**src/rtl/bus_arbiter.sv**
```systemverilog
// Bus arbiter sharing the CPU address/data bus with one DMA/debug master.
// All state advances on bus_ce ticks; the bus mux follows the state combinationally.
module bus_arbiter #(
    parameter int HOLD_LAT  = 2,
    parameter int MAX_BURST = 16,
    parameter int CPU_MIN   = 4
) (
    input  logic        clk_in,
    input  logic        b_reset,
    input  logic        bus_ce,
    input  logic [15:0] cpu_ad,
    input  logic [7:0]  cpu_do,
    input  logic        cpu_rw,
    input  logic        cpu_vma,
    output logic        cpu_hold,
    input  logic        dma_req,
    input  logic [15:0] dma_ad,
    input  logic [7:0]  dma_do,
    input  logic        dma_rw,
    input  logic        dma_vma,
    output logic        dma_gnt,
    output logic        dma_ack,
    output logic [7:0]  dma_di,
    input  logic [7:0]  bus_di,
    output logic [15:0] bus_ad,
    output logic [7:0]  bus_do,
    output logic        bus_rw,
    output logic        bus_vma
);

    localparam int HW = $clog2(HOLD_LAT) + 1;
    localparam int MW = $clog2(CPU_MIN) + 1;
    localparam int BW = $clog2(MAX_BURST) + 1;

    localparam logic [HW-1:0] HOLD_LAST = HW'(HOLD_LAT - 1);
    localparam logic [MW-1:0] MIN_TICKS = MW'(CPU_MIN);
    localparam logic [BW-1:0] BURST_MAX = BW'(MAX_BURST);

    typedef enum logic [1:0] {
        CPU_OWN,
        HOLD,
        DMA_OWN,
        RELEASE
    } state_t;

    state_t state;
    state_t state_nxt;

    logic [HW-1:0] hold_cnt;
    logic [HW-1:0] hold_nxt;
    logic [MW-1:0] cpu_min_cnt;
    logic [MW-1:0] min_nxt;
    logic [MW-1:0] min_inc;
    logic [BW-1:0] burst_cnt;
    logic [BW-1:0] burst_nxt;
    logic [BW-1:0] burst_inc;

    logic          cpu_hold_nxt;
    logic          dma_gnt_nxt;
    logic          dma_ack_nxt;
    logic [7:0]    dma_di_nxt;

    always_ff @(posedge clk_in or negedge b_reset) begin
        if (!b_reset) begin
            state       <= CPU_OWN;
            hold_cnt    <= '0;
            cpu_min_cnt <= MIN_TICKS;
            burst_cnt   <= '0;
            cpu_hold    <= 1'b0;
            dma_gnt     <= 1'b0;
            dma_ack     <= 1'b0;
            dma_di      <= 8'h00;
        end else begin
            state       <= state_nxt;
            hold_cnt    <= hold_nxt;
            cpu_min_cnt <= min_nxt;
            burst_cnt   <= burst_nxt;
            cpu_hold    <= cpu_hold_nxt;
            dma_gnt     <= dma_gnt_nxt;
            dma_ack     <= dma_ack_nxt;
            dma_di      <= dma_di_nxt;
        end
    end

    always_comb begin
        if (cpu_min_cnt >= MIN_TICKS) begin
            min_inc = cpu_min_cnt;
        end else begin
            min_inc = cpu_min_cnt + MW'(1);
        end
        burst_inc = burst_cnt + BW'(dma_vma);
    end

    // Eligibility uses the post-increment count so the CPU gets exactly
    // CPU_MIN owned ticks after a release before the next hold.
    always_comb begin
        state_nxt    = state;
        hold_nxt     = hold_cnt;
        min_nxt      = cpu_min_cnt;
        burst_nxt    = burst_cnt;
        cpu_hold_nxt = cpu_hold;
        dma_gnt_nxt  = dma_gnt;
        dma_ack_nxt  = 1'b0;
        dma_di_nxt   = dma_di;
        if (bus_ce) begin
            unique case (state)
                CPU_OWN: begin
                    min_nxt = min_inc;
                    if (dma_req && (min_inc >= MIN_TICKS)) begin
                        state_nxt    = HOLD;
                        cpu_hold_nxt = 1'b1;
                        hold_nxt     = '0;
                    end
                end
                HOLD: begin
                    hold_nxt = hold_cnt + HW'(1);
                    if (hold_cnt == HOLD_LAST) begin
                        state_nxt   = DMA_OWN;
                        dma_gnt_nxt = 1'b1;
                        burst_nxt   = '0;
                    end
                end
                DMA_OWN: begin
                    burst_nxt = burst_inc;
                    if (dma_vma) begin
                        dma_ack_nxt = 1'b1;
                        if (dma_rw) begin
                            dma_di_nxt = bus_di;
                        end
                    end
                    if (!dma_req || (burst_inc >= BURST_MAX)) begin
                        state_nxt   = RELEASE;
                        dma_gnt_nxt = 1'b0;
                    end
                end
                RELEASE: begin
                    state_nxt    = CPU_OWN;
                    cpu_hold_nxt = 1'b0;
                    min_nxt      = '0;
                end
                default: begin
                    state_nxt = CPU_OWN;
                end
            endcase
        end
    end

    // HOLD and RELEASE park the bus on an idle read cycle.
    always_comb begin
        bus_ad  = cpu_ad;
        bus_do  = cpu_do;
        bus_rw  = 1'b1;
        bus_vma = 1'b0;
        unique case (state)
            CPU_OWN: begin
                bus_rw  = cpu_rw;
                bus_vma = cpu_vma;
            end
            DMA_OWN: begin
                bus_ad  = dma_ad;
                bus_do  = dma_do;
                bus_rw  = dma_rw;
                bus_vma = dma_vma;
            end
            default: begin
            end
        endcase
    end

endmodule

```
**config.mk**
```make
export PLATFORM = sky130hd
export DESIGN_NAME = bus_arbiter
export DESIGN_NICKNAME = d
export VERILOG_FILES = /design/src/rtl/bus_arbiter.sv
export SDC_FILE = /design/constraint.sdc
export NUM_CORES = 1
export LEC_CHECK = 0
export CORE_MARGIN = 2
export CORE_UTILIZATION = 40
export CTS_BUF_LIST = sky130_fd_sc_hd__clkbuf_4 sky130_fd_sc_hd__clkbuf_8
export DETAILED_ROUTE_END_ITERATION = 16
export GPL_ROUTABILITY_DRIVEN = 0
export HOLD_SLACK_MARGIN = 0.03
export PLACE_DENSITY = 0.88
export SLEW_MARGIN = 20
export SYNTH_ARGS = -nofsm -noshare
export SYNTH_HDL_FRONTEND = slang
export SYNTH_SLANG_ARGS = --single-unit
export TNS_END_PERCENT = 50
```
**constraint.sdc**
```tcl
create_clock -name clk_in -period 2.9 [get_ports clk_in]
set_clock_uncertainty 0.2 [all_clocks]
set_input_delay 0.58 -clock clk_in [delete_from_list [all_inputs] [get_ports clk_in]]
set_output_delay 0.58 -clock clk_in [all_outputs]
set_load 0.03 [all_outputs]
```
==> metrics.md, run 1 <==
| Metric | Value |
|---|---|
| Clock power share | 8.7% |
| Reg clk slew, reported paths | 80 ps |
| H-tree level count | 1 |
| Antenna-violating nets left | 0 |
| Net switching power | 1060 uW |
| Arr. time, crit path | 1940 ps |
| First-pass GRT wire length | 6560 microns |
| CP Data Required Time | 2120 ps |
| F_max | 367 MHz |
| Register area share after synthesis | 37.7% |
| CP Capture Type | output port |
| Synth async-reset ratio | 100% |
| Post-route minimum period | 2720 ps |
| # Post-CTS Setup Buffers | 0 |
| Root buffer cell | clkbuf_8 |
| Die width | 65.8 microns |
| Crit share post-route | 93.9% |
| Initial Utilization | 41.8% |
| Syn_area_per_cell | 10.8 sq um |
| Worst hold margin | 297 ps |
| Detail Placement HPWL | 3530 microns |
| Sequential Area | 577 sq um |
| CP max stage cell | dfrtp_1 |
| Total power | 2330 uW |
| First-pass iteration count of the detailed router | 4 |
| Nets | 317 |
| PD cells | 896 nW/um^2 |
| Max Cap Violations | 0 |
| Top FF cell, synth | dfrtp_1 |
| Critical Path Start Type | flop |
| PostCTS Resize Cnt | 24 |
| Pint | 1270 uW |
| Total CTS buffers | 3 |
| Hold crit path type | flop to flop |
| Max FO, Critical Path | 24 |
| Gr usage total | 19.8% |
| Drt drc | 0 |
| Switching share of power | 45.5% |
| VDD IR max | 0.435 mV |
| Crit path cell chain | inv_1 -> ha_1 -> buf_12 -> mux2_2 -> dlygate4sd2_1 |
| Die area | 4330 sq um |
| I/O pins | 101 |
| Area grow syn2layout | 70.1% |
| Top-count cell post-synth | mux2_2 |
| Netlist cell types | 34 |
| Yosys warns | 0 |
| Latest clock arrival within the worst-skew pair | 270 ps |
| N_diodes | 0 |
| Area of the multi-input gates | 887 sq um |
| CP peak stage delay | 410 ps |
| Combinational Power Share | 66.6% |
| Detailed Route WL | 4350 microns |
| Finish-stage setup viols | 0 |
| Drt wl/cell | 15.0 microns |
| Post-synth EDFFs | 0 |
| Most frequent cells after synthesis | 32 x mux2_2, 22 x dfrtp_1, 10 x ha_1, 10 x o21ai_0, 9 x nand2_1 |
| Synthesized area | 1530 sq um |
| Core area | 3660 sq um |
| Vias in the first global route | 1403 |
| Yosys top cell by area | dfrtp_1 |
| Setup TNS | 0 ps |
| Relative slew margins | 73.4% |
| GRT overflow | 0 |
| Kind of critical path | flop to output port |
| Gate Count Post-Synth | 142 |
| Final hold vios | 0 |
| # rows | 22 |
| Total nets after synthesis | 216 |
| Clock sinks | 23 |
| Seq cells post-synth | 23 |
| Largest net degree at the start of global routing | 25 |
| Static Leakage | 0.00111 uW |
| DR vias | 1447 |
| Unrepaired setup endpoints after global routing | false |
| Proportion of layout cells with a drive suffix above 1 | 19.0% |
| Initial antenna violation count | 0 |
| Slew Viols, Final | 0 |
| Die height | 65.8 microns |
| Worst Max-Slew Pin Slew | 397 ps |
| 1st-iter DRT viols | 75 |
| Sequential share of power | 24.7% |
| Fill cell total of the finished layout | 294 |
| CTS max path bufs | 2 |
| DR vias/cell | 4.99 |
| CTS tree | built |
| Synth top area cells | dfrtp_1 36%, mux2_2 24%, ha_1 8.2%, o21ai_0 3.3%, nand2_1 2.2% |
| IO buf count | 100 |
| Status | complete, no violations |
| Post-CTS Hold Buffers | 0 |
| Share of the synthesized area in the top cell type | 36.0% |
## kinds of logic (layout without fill, tap and decap cells)
logic type	after synthesis	after routing	synth area share, %
flip-flops	23	23	37.7
adder cells (fa/ha/maj)	10	10	8.18
AO/OA/AOI/OAI	33	33	15.5
multiplexers	34	34	25.2
buffers and inverters	15	115	4.26
AND/OR/NAND/NOR	27	27	9.08
## worst paths after layout
path / endpoint / startpoint / depth (start not counted) / slack, ps
max: bus_ad[6] / state[0] / 5 / 180
min: hold_cnt[0] / hold_cnt[0] / 1 / 300
max in group asynchronous: cpu_min_cnt[2] / b_reset / 2 / 1760
min in group asynchronous: dma_gnt / b_reset / 2 / 450
min reg2reg: hold_cnt[0] / hold_cnt[0] / 1 / 300
max reg2reg: dma_di[1] / state[0] / 6 / 800
## layout by cell type (no fill, tap or decap), drive strengths merged, types with 2 or more instances in the layout
cell type / Yosys / routed
nor2: 4 / 4
nor3: 2 / 2
o21a: 2 / 2
buf: 6 / 5
clkbuf: 1 / 3
dlygate4sd2: 0 / 24
a32o: 3 / 3
inv: 8 / 8
o211ai: 2 / 2
dfrtp: 22 / 22
nor2b: 3 / 3
mux2: 33 / 33
ha: 10 / 10
and2: 2 / 2
a21oi: 5 / 5
nand3: 3 / 3
nand4: 2 / 2
nand2: 9 / 9
clkdlybuf4s50: 0 / 74
a31oi: 3 / 3
o21ai: 10 / 10
## layout make-up
type,count,area share [%]
clock buffer,3,1.59
clock inverter,1,0.192
inverter,8,1.15
multi-input combinational,104,34.1
sequential,23,22.2
tap,48,2.31
timing repair buffer,103,38.5
## metal layers
| metal | share of wire [%] | up-vias | GRT usage (%) |
|---|---|---|---|
| li1 | - | 718 | - |
| met1 | 39 | 691 | 22.9 |
| met2 | 55 | 34 | 36.0 |
| met3 | 4.9 | 4 | 5.11 |
| met4 | 0.62 | 0 | 4.95 |
| met5 | 0 | - | 0 |
## critical path: cells and delay by family (launching register included)
kind                       cells  cell delay, ps
buffers and inverters          3             680
DFF                            1             410
muxes                          1             350
adders and majority gates      1             230
## state kept, by name, indices dropped and copies added, names as in the netlist
signal,flops
state,2
cpu_min_cnt,3
dma_ack,1
cpu_hold,1
hold_cnt,2
dma_di,8
dma_gnt,1
burst_cnt,5
## per-stage QoR
step	utilization, %	std cells	setup WS [ps]	cell area (sq um)
finish	71.1	290	177	2600
global placement	70.6	286	190	2580
CTS	71.1	290	159	2600
global route	71.1	290	80.3	2600
detailed placement	70.6	286	135	2580
floorplan	-	142	328	1530
## power groups by stage
stage                     Clock (uW)  Sequential [uW]  Combinational, uW
final                            202              575               1550
after global routing             223              592               1670
after CTS                        207              575               1570
after detailed placement           0              580               1640
after global placement             0              570               1600
after floorplan                    0              693                928
(Power assumes the default switching activity.)
==> run 2, diff against run 1 <==
clock period = 3.35 ns   (was 2.9 ns; I/O delays follow)
==> run 2 against run 1 <==
Compared with the run above:
- cell area up 0.67%
- register-to-register slack better by 200 ps
- flip-flop and latch count unchanged
- non-clock buffer count unchanged
- clock-buffer cell count unchanged
- combinational power down 11%
- final cell count unchanged
- highest routed layer unchanged
==> metrics.md, run 2 (same netlist as run 1, synthesis figures left out) <==
| Metric | Value |
|---|---|
| H-tree level count | 1 (unchanged) |
| 1st-iter DRT viols | 81 (+8.0%) |
| # rows | 22 (unchanged) |
| F_max | 324 MHz |
| Post-route minimum period | 3080 ps |
| Sequential share of power | 24.2% (-0.5 points) |
| N_diodes | 0 (unchanged) |
| Kind of critical path | flop to output port |
| Max FO, Critical Path | 25 (+4.2%) |
| Final WS setup | 267 ps (+90.4 ps) |
| Largest register FFs | 8 (unchanged) |
| Worst Max-Slew Pin Slew | 402 ps (+4.93 ps) |
| I/O pins | 101 (unchanged) |
| CTS max path bufs | 2 (unchanged) |
| Combinational Power Share | 67.5% (+0.9 points) |
| Proportion of layout cells with a drive suffix above 1 | 19.0% (unchanged) |
| CP Capture Type | output port |
| Most flops, register | dma_di |
| First-pass GRT wire length | 6160 microns (-6.0%) |
| CP max stage cell | clkdlybuf4s50_1 |
| DP Worst Slack | 507 ps (+371 ps) |
| Gr usage total | 18.4% (-1.4 points) |
| Top flop regs | dma_di x8, burst_cnt x5, cpu_min_cnt x3 |
| Detailed Route WL | 4260 microns (-2.2%) |
| Hold crit path type | flop to flop |
| Clock power share | 8.3% (-0.4 points) |
| Latest clock arrival within the worst-skew pair | 260 ps (about the same) |
| # Post-CTS Setup Buffers | 0 (unchanged) |
| Status | complete, no violations |
| Crit share post-route | 92.0% |
| Final hold vios | 0 (unchanged) |
| Setup TNS | 0 ps (unchanged) |
| GRT overflow | 0 (unchanged) |
| Net switching power | 907 uW (-14%) |
| Design area | 2620 sq um (+0.67%) |
| Finish-stage setup viols | 0 (unchanged) |
| Root buffer cell | clkbuf_8 |
| Switching share of power | 44.3% (-1.2 points) |
| Die area | 4330 sq um (unchanged) |
| Reg clk slew, reported paths | 80 ps (about the same) |
| Slew Viols, Final | 0 (unchanged) |
| PD cells | 782 nW/um^2 (-13%) |
| Drt drc | 0 (unchanged) |
| CTS tree | built |
| DR vias | 1447 (unchanged) |
| Fill cell total of the finished layout | 279 (-5.1%) |
| Relative slew margins | 72.9% (-0.49 points) |
| Area grow syn2layout | 71.3% |
| Post-CTS Hold Buffers | 0 (unchanged) |
| Initial Utilization | 41.8% (unchanged) |
| Crit path cell chain | inv_1 -> ha_1 -> buf_4 -> mux2_2 -> clkdlybuf4s50_1 |
| Die width | 65.8 microns (unchanged) |
| Vias in the first global route | 1334 (-4.9%) |
| Antenna-violating nets left | 0 (unchanged) |
| Leading cell type in the layout, fill and taps excluded | clkdlybuf4s50_1 |
| Unrepaired setup endpoints after global routing | false |
| PostCTS Resize Cnt | 0 (-100%) |
| Critical Path Start Type | flop |
| Commonest non-fill, non-tap cells in the layout | 98 x clkdlybuf4s50_1, 32 x mux2_2, 22 x dfrtp_1 |
| Drt wl/cell | 14.7 microns (-2.2%) |
| VDD IR max | 0.430 mV (-1.2%) |
| Pint | 1140 uW (-10%) |
| First-pass iteration count of the detailed router | 4 (unchanged) |
| Clock sinks | 23 (unchanged) |
| Static Leakage | 0.00107 uW (-3.2%) |
| CP Data Required Time | 2480 ps (+360 ps) |
| Detail Placement HPWL | 3470 microns (-1.9%) |
| Die height | 65.8 microns (unchanged) |
| Arr. time, crit path | 2210 ps (+270 ps) |
| DR vias/cell | 4.99 (unchanged) |
| IO buf count | 100 (unchanged) |
| Largest net degree at the start of global routing | 26 (+4.0%) |
| Max Cap Violations | 0 (unchanged) |
| DP Area | 2570 sq um (-0.48%) |
| Initial antenna violation count | 0 (unchanged) |
| Core area | 3660 sq um (unchanged) |
| Total CTS buffers | 3 (unchanged) |
| CP peak stage delay | 600 ps (+190 ps) |
| Nets | 317 (unchanged) |
## run 2: metal layers
| layer | vias up | wire [microns] | GRT usage [%] |
|---|---|---|---|
| met3 | 2 | 203 | 3.75 |
| li1 | 714 | - | - |
| met1 | 692 | 1680 | 22.6 |
| met5 | - | 0 | 0 |
| met4 | 0 | 16 | 2.60 |
| met2 | 39 | 2360 | 33.7 |
## run 2: critical path: cells and delay by family, from the launching register on
| family | cells | cell delay (ps) |
|---|---|---|
| buffers and inverters | 3 | 1010 |
| adders and majority gates | 1 | 150 |
| DFF | 1 | 400 |
| muxes | 1 | 380 |
## run 2: area by class of cell
class | count | area, sq um | area share (%)
repair buffers | 103 | 1020 | 38.9
multi-input cells | 104 | 887 | 33.9
flip-flops and latches | 23 | 577 | 22.0
well taps | 48 | 60.1 | 2.29
clock buffers | 3 | 41.3 | 1.58
inverters | 8 | 30.0 | 1.15
clock inverters | 1 | 5.00 | 0.191
## run 2: final timing paths
| kind | endpoint | slack, ps | cells past startpoint | start |
|---|---|---|---|---|
| setup reg to reg | dma_di[0] | 1000 | 7 | state[0] |
| max in group asynchronous | cpu_min_cnt[2] | 2120 | 2 | b_reset |
| hold / removal | hold_cnt[0] | 290 | 1 | hold_cnt[0] |
| setup / recovery | bus_do[6] | 270 | 5 | state[0] |
| hold reg to reg | hold_cnt[0] | 290 | 1 | hold_cnt[0] |
| min in group asynchronous | dma_gnt | 550 | 2 | b_reset |
## run 2: metrics by stage
| stage | cells | total power [uW] | utilization, % | hold slack (ps) |
|---|---|---|---|---|
| after global placement | 286 | 1860 | 70.3 | 273 |
| after detailed placement | 286 | 1890 | 70.3 | 284 |
| after CTS | 290 | 2060 | 71.5 | 296 |
| after global routing | 290 | 2180 | 71.5 | 320 |
| final | 290 | 2050 | 71.5 | 290 |
| after floorplan | 142 | 1400 | - | 174 |
## run 2: power groups by stage
stage               logic [uW]  clock network, uW  registers [uW]
floorplan                  803                  0             600
global placement          1360                  0             494
detailed placement        1390                  0             500
CTS                       1390                173             496
global route              1480                187             513
finish                    1380                170             496
